$ cat config.mk
export PLATFORM = sky130hd
export DESIGN_NAME = piso_frame_serializer
export DESIGN_NICKNAME = d
export VERILOG_FILES = /design/src/rtl/piso_frame_serializer.sv
export SDC_FILE = /design/constraint.sdc
export NUM_CORES = 1
export LEC_CHECK = 0
export CORE_MARGIN = 4
export CORE_UTILIZATION = 40
export CTS_CLUSTER_DIAMETER = 80
export CTS_CLUSTER_SIZE = 16
export DETAILED_ROUTE_END_ITERATION = 8
export PLACE_DENSITY_LB_ADDON = 0.3
export SYNTH_ARGS = -nofsm -noshare
export SYNTH_HDL_FRONTEND = slang
export SYNTH_SLANG_ARGS = --single-unit
$ cat constraint.sdc
create_clock -name CLK -period 2.3 [get_ports CLK]
set_clock_uncertainty 0.15 [all_clocks]
set_input_delay 0.69 -clock CLK [delete_from_list [all_inputs] [get_ports CLK]]
set_output_delay 0.69 -clock CLK [all_outputs]
set_load 0.005 [all_outputs]
$ cat src/rtl/piso_frame_serializer.sv
// piso_frame_serializer
//
// Parallel-in/serial-out frame serializer. On LOAD it captures a frame of NUM_CH
// words of WIDTH bits from DIN. It then presents the words one per valid/ready
// handshake on DOUT, with DIN[0] first. A one-frame shadow buffer lets back-to-back
// frames stream with no idle cycles. A frame that arrives while both the main
// register and the shadow are occupied is dropped, and the sticky OVERRUN flag is set.
//
// Ports
//   CLK        : clock, rising edge
//   nRST       : asynchronous active-low reset
//   LOAD       : frame strobe, captures DIN on the rising edge where it is high
//   DIN        : parallel frame, DIN[0] sent first
//   DOUT       : current output word
//   DOUT_VALID : DOUT holds a word
//   DOUT_READY : consumer accepts the word when DOUT_VALID && DOUT_READY
//   DOUT_CH    : channel index of DOUT
//   DOUT_LAST  : DOUT is the final word of its frame
//   BUSY       : a frame sits in the main register or the shadow buffer
//   OVERRUN    : sticky, set when a frame is dropped
//   CLR_OVR    : synchronous clear of OVERRUN (a drop in the same cycle wins)

module piso_frame_serializer #(
    parameter int unsigned NUM_CH = 4,
    parameter int unsigned WIDTH  = 64,
    localparam int unsigned CW    = $clog2(NUM_CH)
) (
    input  logic                           CLK,
    input  logic                           nRST,
    input  logic                           LOAD,
    input  logic [NUM_CH-1:0][WIDTH-1:0]   DIN,
    output logic [WIDTH-1:0]               DOUT,
    output logic                           DOUT_VALID,
    input  logic                           DOUT_READY,
    output logic [CW-1:0]                  DOUT_CH,
    output logic                           DOUT_LAST,
    output logic                           BUSY,
    output logic                           OVERRUN,
    input  logic                           CLR_OVR
);

    typedef enum logic [0:0] {
        StIdle,
        StShift
    } state_e;

    state_e                         state_q, state_d;
    logic [NUM_CH-1:0][WIDTH-1:0]   main_q, main_d;
    logic [CW-1:0]                  idx_q, idx_d;
    logic [NUM_CH-1:0][WIDTH-1:0]   shd_q, shd_d;
    logic                           shd_full_q, shd_full_d;
    logic                           ovr_q, ovr_d;

    logic is_last;
    logic accept;
    logic eof;
    logic drop;

    assign is_last = (idx_q == CW'(NUM_CH - 1));
    assign accept  = (state_q == StShift) && DOUT_READY;
    assign eof     = accept && is_last;

    // State register. The datapath registers are kept here as well.
    always_ff @(posedge CLK or negedge nRST) begin
        if (!nRST) begin
            state_q    <= StIdle;
            main_q     <= '0;
            idx_q      <= '0;
            shd_q      <= '0;
            shd_full_q <= 1'b0;
            ovr_q      <= 1'b0;
        end else begin
            state_q    <= state_d;
            main_q     <= main_d;
            idx_q      <= idx_d;
            shd_q      <= shd_d;
            shd_full_q <= shd_full_d;
            ovr_q      <= ovr_d;
        end
    end

    // Next-state logic.
    always_comb begin
        state_d    = state_q;
        main_d     = main_q;
        idx_d      = idx_q;
        shd_d      = shd_q;
        shd_full_d = shd_full_q;
        drop       = 1'b0;

        unique case (state_q)
            StIdle: begin
                if (LOAD) begin
                    main_d  = DIN;
                    idx_d   = '0;
                    state_d = StShift;
                end
            end

            StShift: begin
                if (accept && !is_last) begin
                    idx_d = idx_q + CW'(1);
                end else if (eof) begin
                    // idx returns to 0 on every EOF so DOUT_CH/DOUT_LAST read 0 when idle.
                    idx_d = '0;
                    if (shd_full_q) begin
                        main_d     = shd_q;
                        shd_full_d = 1'b0;
                        // The freed shadow slot takes a LOAD arriving on the same edge.
                        if (LOAD) begin
                            shd_d      = DIN;
                            shd_full_d = 1'b1;
                        end
                    end else if (LOAD) begin
                        main_d = DIN;
                    end else begin
                        state_d = StIdle;
                    end
                end

                // A LOAD that is not absorbed at EOF goes to the shadow or is dropped.
                // When the shadow is already full, the oldest pending frame is kept.
                if (LOAD && !eof) begin
                    if (!shd_full_q) begin
                        shd_d      = DIN;
                        shd_full_d = 1'b1;
                    end else begin
                        drop = 1'b1;
                    end
                end
            end

            default: begin
                state_d = StIdle;
            end
        endcase

        // A drop in the same cycle beats CLR_OVR, so OVERRUN stays set.
        if (drop) begin
            ovr_d = 1'b1;
        end else if (CLR_OVR) begin
            ovr_d = 1'b0;
        end else begin
            ovr_d = ovr_q;
        end
    end

    // Outputs are decoded from registers only.
    always_comb begin
        DOUT_VALID = (state_q == StShift);
        DOUT       = main_q[idx_q];
        DOUT_CH    = idx_q;
        DOUT_LAST  = is_last;
        BUSY       = (state_q == StShift) || shd_full_q;
        OVERRUN    = ovr_q;
    end

endmodule

Word level (Yosys, flattened, before mapping):

Cells that the tools add are included.

* bitwise logic cells: 1
* reductions and logical operators: 10
* magnitude comparators: 1
* shifts and indexed selects: 0
* add/subtract/negate cells: 1
* muxes and demuxes: 32
* multiply operators: 0
* equality and inequality tests: 5
* div/mod/pow operators: 0

Operators with widths (number)
* 256-bit 2-to-1 mux: 10
* 256-bit case mux with 2 select lines: 1
* 64-bit binary-select mux with 2-bit select: 1
* 64-bit 2-to-1 mux: 1
* 1-bit 2-to-1 mux: 14
* 2-bit 2-to-1 mux: 3
* 1-bit logical AND: 4
* 2-bit != test (second input constant): 2
* 2-bit case mux with 2 select lines: 1
* 2-bit AND reduction: 2
* 2-bit by 3-bit less-than comparator with 1-bit output (second input constant): 1
* 3-bit by 1-bit != test with 1-bit output (second input constant): 1
* 2-bit by 1-bit adder with 2-bit output (second input constant): 1
* 2-bit equality test (second input constant): 1
* 1-bit logical NOT: 2
* 2-bit by 1-bit != test with 1-bit output (second input constant): 1
* 1-bit case mux with 2 select lines: 1
* 2-bit nonzero test: 1
* 1-bit logical OR: 1
* 1-bit NOT: 1

* word-level logic and storage cells: 62
* bits in latches: 0
* memories: 0
* bits of input ports: 261
* memory bits (read-only): 0
* register bits after elaboration: 517
* memory bits (writable): 0

Longest topological paths before layout:

* word-level depth: 7
* depth in mapped cells: 7

Least setup slack after synthesis:

Ideal clock, no wire load.

* path kind: register -> output
* start point: register idx_q[0], in the netlist DOUT_CH[0]
* end point: output port DOUT[35]
* data required time: 1.460 ns
* arrival time: 1.606 ns
* path buffers: 3
* cell stages (with the launch flop): 5
* setup slack: -0.146 ns
* path through: dfrtp_1 > clkbuf_1 > buf_2 > buf_2 > mux4_2

* cells in the longest elaborated chain, start to end: 2

Ends and longest elaborated chain
* start: declaration: line 49 `logic [CW-1:0] idx_q, idx_d;`
* start signal: assignment: line 75 `idx_q <= idx_d;`
* 64-bit binary-select mux with 2-bit select: line 151 `DOUT = main_q[idx_q];`
* 64-bit 2-to-1 mux (implied by the code): line 151
* end: declaration: line 32 `output logic [WIDTH-1:0] DOUT,`

No other way between the ends. The select of a mux whose other input is x is not followed.

Final worst setup path:

* start point: register idx_q[0], in the netlist DOUT_CH[0]
* end point: output port DOUT[27]

Same word-level chain as after synthesis.

==> results.md <==
- The later pin in the worst-skew pair is clocked with a latency of 560 ps.
- The count of nets after finishing is 2,203.
- The number of DRC markers in iteration 0 is 1,134.
- The category of the worst setup path capture point is a primary output.
- The placed wire-length estimate after detailed placement is 41,500 µm.
- The clock net sink count is between 500 and 600.
- Among all cell types in the netlist, the one instantiated most often is sky130_fd_sc_hd__dfrtp_1.
- The cell taking the most area after synthesis is sky130_fd_sc_hd__dfrtp_1.
- The required time of the critical path is 1460 ps.
- Compared with the post-synthesis result, the final layout area differs by 37.7%.
- The number of nets in the synthesized netlist is ~1,800.
- The floorplan step set the die width to 246 µm.
- Among the stages of the critical path, the cell type that occurs most often is sky130_fd_sc_hd__buf_12.
- The hold violation count in the final report is 0.
- The vertical die dimension is between 200 and 250 µm.
- 331 I/O pins were placed.
- The run finished, with violations left.
- The longest clock path from root to sink contains 3 buffers.
- In the synthesized netlist, the cells that appear most often are 517 x sky130_fd_sc_hd__dfrtp_1, 257 x sky130_fd_sc_hd__mux2_2, 256 x sky130_fd_sc_hd__o22ai_1, 155 x sky130_fd_sc_hd__a2bb2oi_1, 100 x sky130_fd_sc_hd__a2bb2oi_2.
- The worst supply voltage drop on vdd is 656 µV.
- The routed design has 68,900 µm of wire.
- The smallest clock period supported by the final layout is computed as 2970 ps.
- The number of flip-flops and latches in the synthesized netlist is 517.
- The antenna violation net count after detailed routing is 0.
- The final reports fail on setup timing.
- The number of pins exceeding their max-slew limit in the final report was 0.
- The critical-path maximum fanout is 5.
- The number of antenna violations at the first check in global routing is 7.
- TritonCTS built the clock tree.
- The analysis attributes to cell leakage a power of 13.0 nW.
- The ratio of total power to cell area is 1430 nW/µm².
- Sorting the synthesized cells by area gives the leading types as sky130_fd_sc_hd__dfrtp_1 57%, sky130_fd_sc_hd__mux2_2 13%, sky130_fd_sc_hd__o22ai_1 7.0%.
- Of the cells placed in the final design, the portion with a size suffix greater than 1 is 38.2%.
- At the pin with the least slew margin, the transition time is 582 ps.
- The worst setup path is launched from a flip-flop.
- The largest delay contributor family on the critical path is buffers and inverters.
- The first global-routing pass estimated 105,000 µm of wire.
- Counting both buffers and inverters, the worst setup path holds a total of 4.
- After detailed placement, the total cell area comes to about 28,000 µm².
- Max-cap violations in this run came to 0.
- The die footprint is 60,700 µm².
- After synthesis, the netlist uses 28 different library cells.
- The slowest stage cell on the critical path is sky130_fd_sc_hd__dfrtp_4.
- The number of H-tree branching levels is 2.
- After synthesis, the mean cell area works out to 14.8 µm².
- The clock input transition at the sequential cells of the worst setup and hold paths is 80 ps.
- For this run, the number of Yosys warnings is 0.
- The portion of the post-synthesis area used by sequential elements is 56.9%.
- Summed over its instances, the top area cell type makes up 56.9% of the synthesized netlist area.
- Global routing finished with a remaining overflow of 0.
- The pre-antenna-repair detailed-routing pass consisted of 5 iterations.
- The summed area of non-filler cells in the final layout is 31,300 µm².
- The prevailing post-synth register cell is sky130_fd_sc_hd__dfrtp_1.
- The average via count per standard cell is 5.84.
- Setup repair after global routing could not meet its margin everywhere.
- The number of global-route vias before repair is 17,300.
- The worst-case setup margin in the final layout is -672 ps.
- Data on the critical path arrives at its endpoint at ~2100 ps.
- At the end of routability-driven placement, the weighted congestion stood at 0.780.
- Buffers inserted during clock tree synthesis total 38.
- The number of standard-cell rows in the floorplan is 87.
- The effective utilization at floorplan is 40.3%.
- The worst setup path category is reg2out.
- Counting every instance in the synthesized netlist gives 1,532.
- The routed layout has 15,800 vias.
- The post-route setup TNS is -124,190 ps.
- The signal on the critical path passes through buf_12 -> buf_12 -> buf_16 -> mux4_2 -> buf_6.
- After synthesis, the share of flip-flops with an asynchronous set or reset is 100%.
- For this run, the total global-route usage over all layers was measured as around 22%.
- The headroom to the max-slew limit is 61.2%.
- The tree is rooted in a sky130_fd_sc_hd__clkbuf_16.
- Based on the critical path, the design can be clocked at up to about 340 MHz.
- The path class of the lowest-slack min-delay path is reg2reg.
- In this run the cell area of the synthesized design comes to 22,700 µm².
- In the final routed layout, each cell accounts on average for 25.5 µm.
- Dividing the final minimum period by the clock period gives 129%.
- For this run, the slowest stage of the critical path takes 520 ps.
- Setup violations remaining at the end of the flow were counted as approximately 580.
- The count of input and output buffers is 330.
- The final routed DRC violation total is 0.
- Entering global routing, the biggest net connects a little under 80 pins.
- The synthesized design contains 0 enable-type register cells.
- The floorplan step defined a core boundary enclosing 56,400 µm².
## where the power goes
group	total (W)	leakage [nW]	internal, W	switching (W)
combinational	0.0215	6.43	0.0135	0.00801
clock	0.00652	0.539	0.00339	0.00314
sequential	0.0167	5.99	0.0138	0.00290
total	0.0447	13.0	0.0307	0.0141
## path summary, 6_finish.rpt
path                             from    endpoint  slack [ps]  cells after the start
max                        DOUT_CH[0]    DOUT[27]        -670                      5
min                        shd_q[245]  shd_q[245]         360                      1
min in group asynchronous        nRST  main_q[77]         550                      2
max reg2reg                DOUT_CH[0]  shd_q[212]        -310                     11
max in group asynchronous        nRST  shd_q[241]         690                      3
min reg2reg                shd_q[245]  shd_q[245]         360                      1
## per-stage QoR
stage	std cells	hold WS, ps	setup WS, ps	power [W]	utilization [%]
2_1_floorplan	1532	244	16.6	0.0277	-
3_3_place_gp	2571	339	-503	0.0340	49.2
3_5_place_dp	2571	345	-518	0.0347	49.2
4_1_cts	2708	362	-713	0.0441	55.2
5_1_grt	2707	373	-733	0.0470	55.6
6_report	2708	364	-672	0.0447	55.6
## layout by cell type, fill, tap and decap left out, types with 44 or more instances in the layout
| cell | instances |
|---|---|
| sky130_fd_sc_hd__dfrtp_1 | 515 |
| sky130_fd_sc_hd__clkdlybuf4s50_1 | 260 |
| sky130_fd_sc_hd__o22ai_1 | 256 |
| sky130_fd_sc_hd__mux2_4 | 255 |
| sky130_fd_sc_hd__a2bb2oi_1 | 150 |
| sky130_fd_sc_hd__a2bb2oi_2 | 105 |
| sky130_fd_sc_hd__buf_12 | 81 |
| sky130_fd_sc_hd__mux4_2 | 64 |
| sky130_fd_sc_hd__buf_4 | 50 |
| sky130_fd_sc_hd__clkbuf_16 | 47 |
| sky130_fd_sc_hd__buf_2 | 44 |
## what timing repair did
| item | CTS | global route |
|---|---|---|
| gates cloned | 32 | 7 |
| hold buffers | 1 | 0 |
| gates resized for setup | 556 | 130 |
| setup buffers | 62 | 16 |
| setup endpoints to repair | 578 | 583 |
| pin swaps | 3 | 1 |
| hold endpoints to repair | 27 | 0 |
## cell type report
class,instances,area (µm²)
clock inverters,3,65.1
well taps,756,946
multi-input cells,854,10000
fillers,4514,25100
repair buffers,526,6320
inverters,4,15.0
clock buffers,42,1030
diodes,6,15.0
flip-flops and latches,517,12900
## routing by layer
| layer | GRT usage (%) | wire length (µm) | vias to the layer above | part of all wire [%] |
|---|---|---|---|---|
| met1 | 30.9 | 30400 | 8396 | 44 |
| met3 | 3.15 | 3140 | 95 | 4.6 |
| met4 | 7.33 | 1810 | 2 | 2.6 |
| li1 | - | - | 6882 | - |
| met2 | 35.4 | 33600 | 449 | 49 |
| met5 | 0 | 13 | - | 0.019 |
## state kept, by name (all words and copies together) (netlist names)
register	count
DOUT_CH	2
DOUT_VALID	1
shd_full_q	1
shd_q	256
OVERRUN	1
main_q	256
## cell families after synthesis
logic type / count (synthesis) / synth area share [%]
AO/OA/AOI/OAI: 523 / 20.0
adder cells (fa/ha/maj): 1 / 0.0550
buffers and inverters: 161 / 3.78
flip-flops: 517 / 56.9
multiplexers: 321 / 19.1
AND/OR/NAND/NOR: 9 / 0.204
No activity file was read; power rests on OpenSTA's default activity.
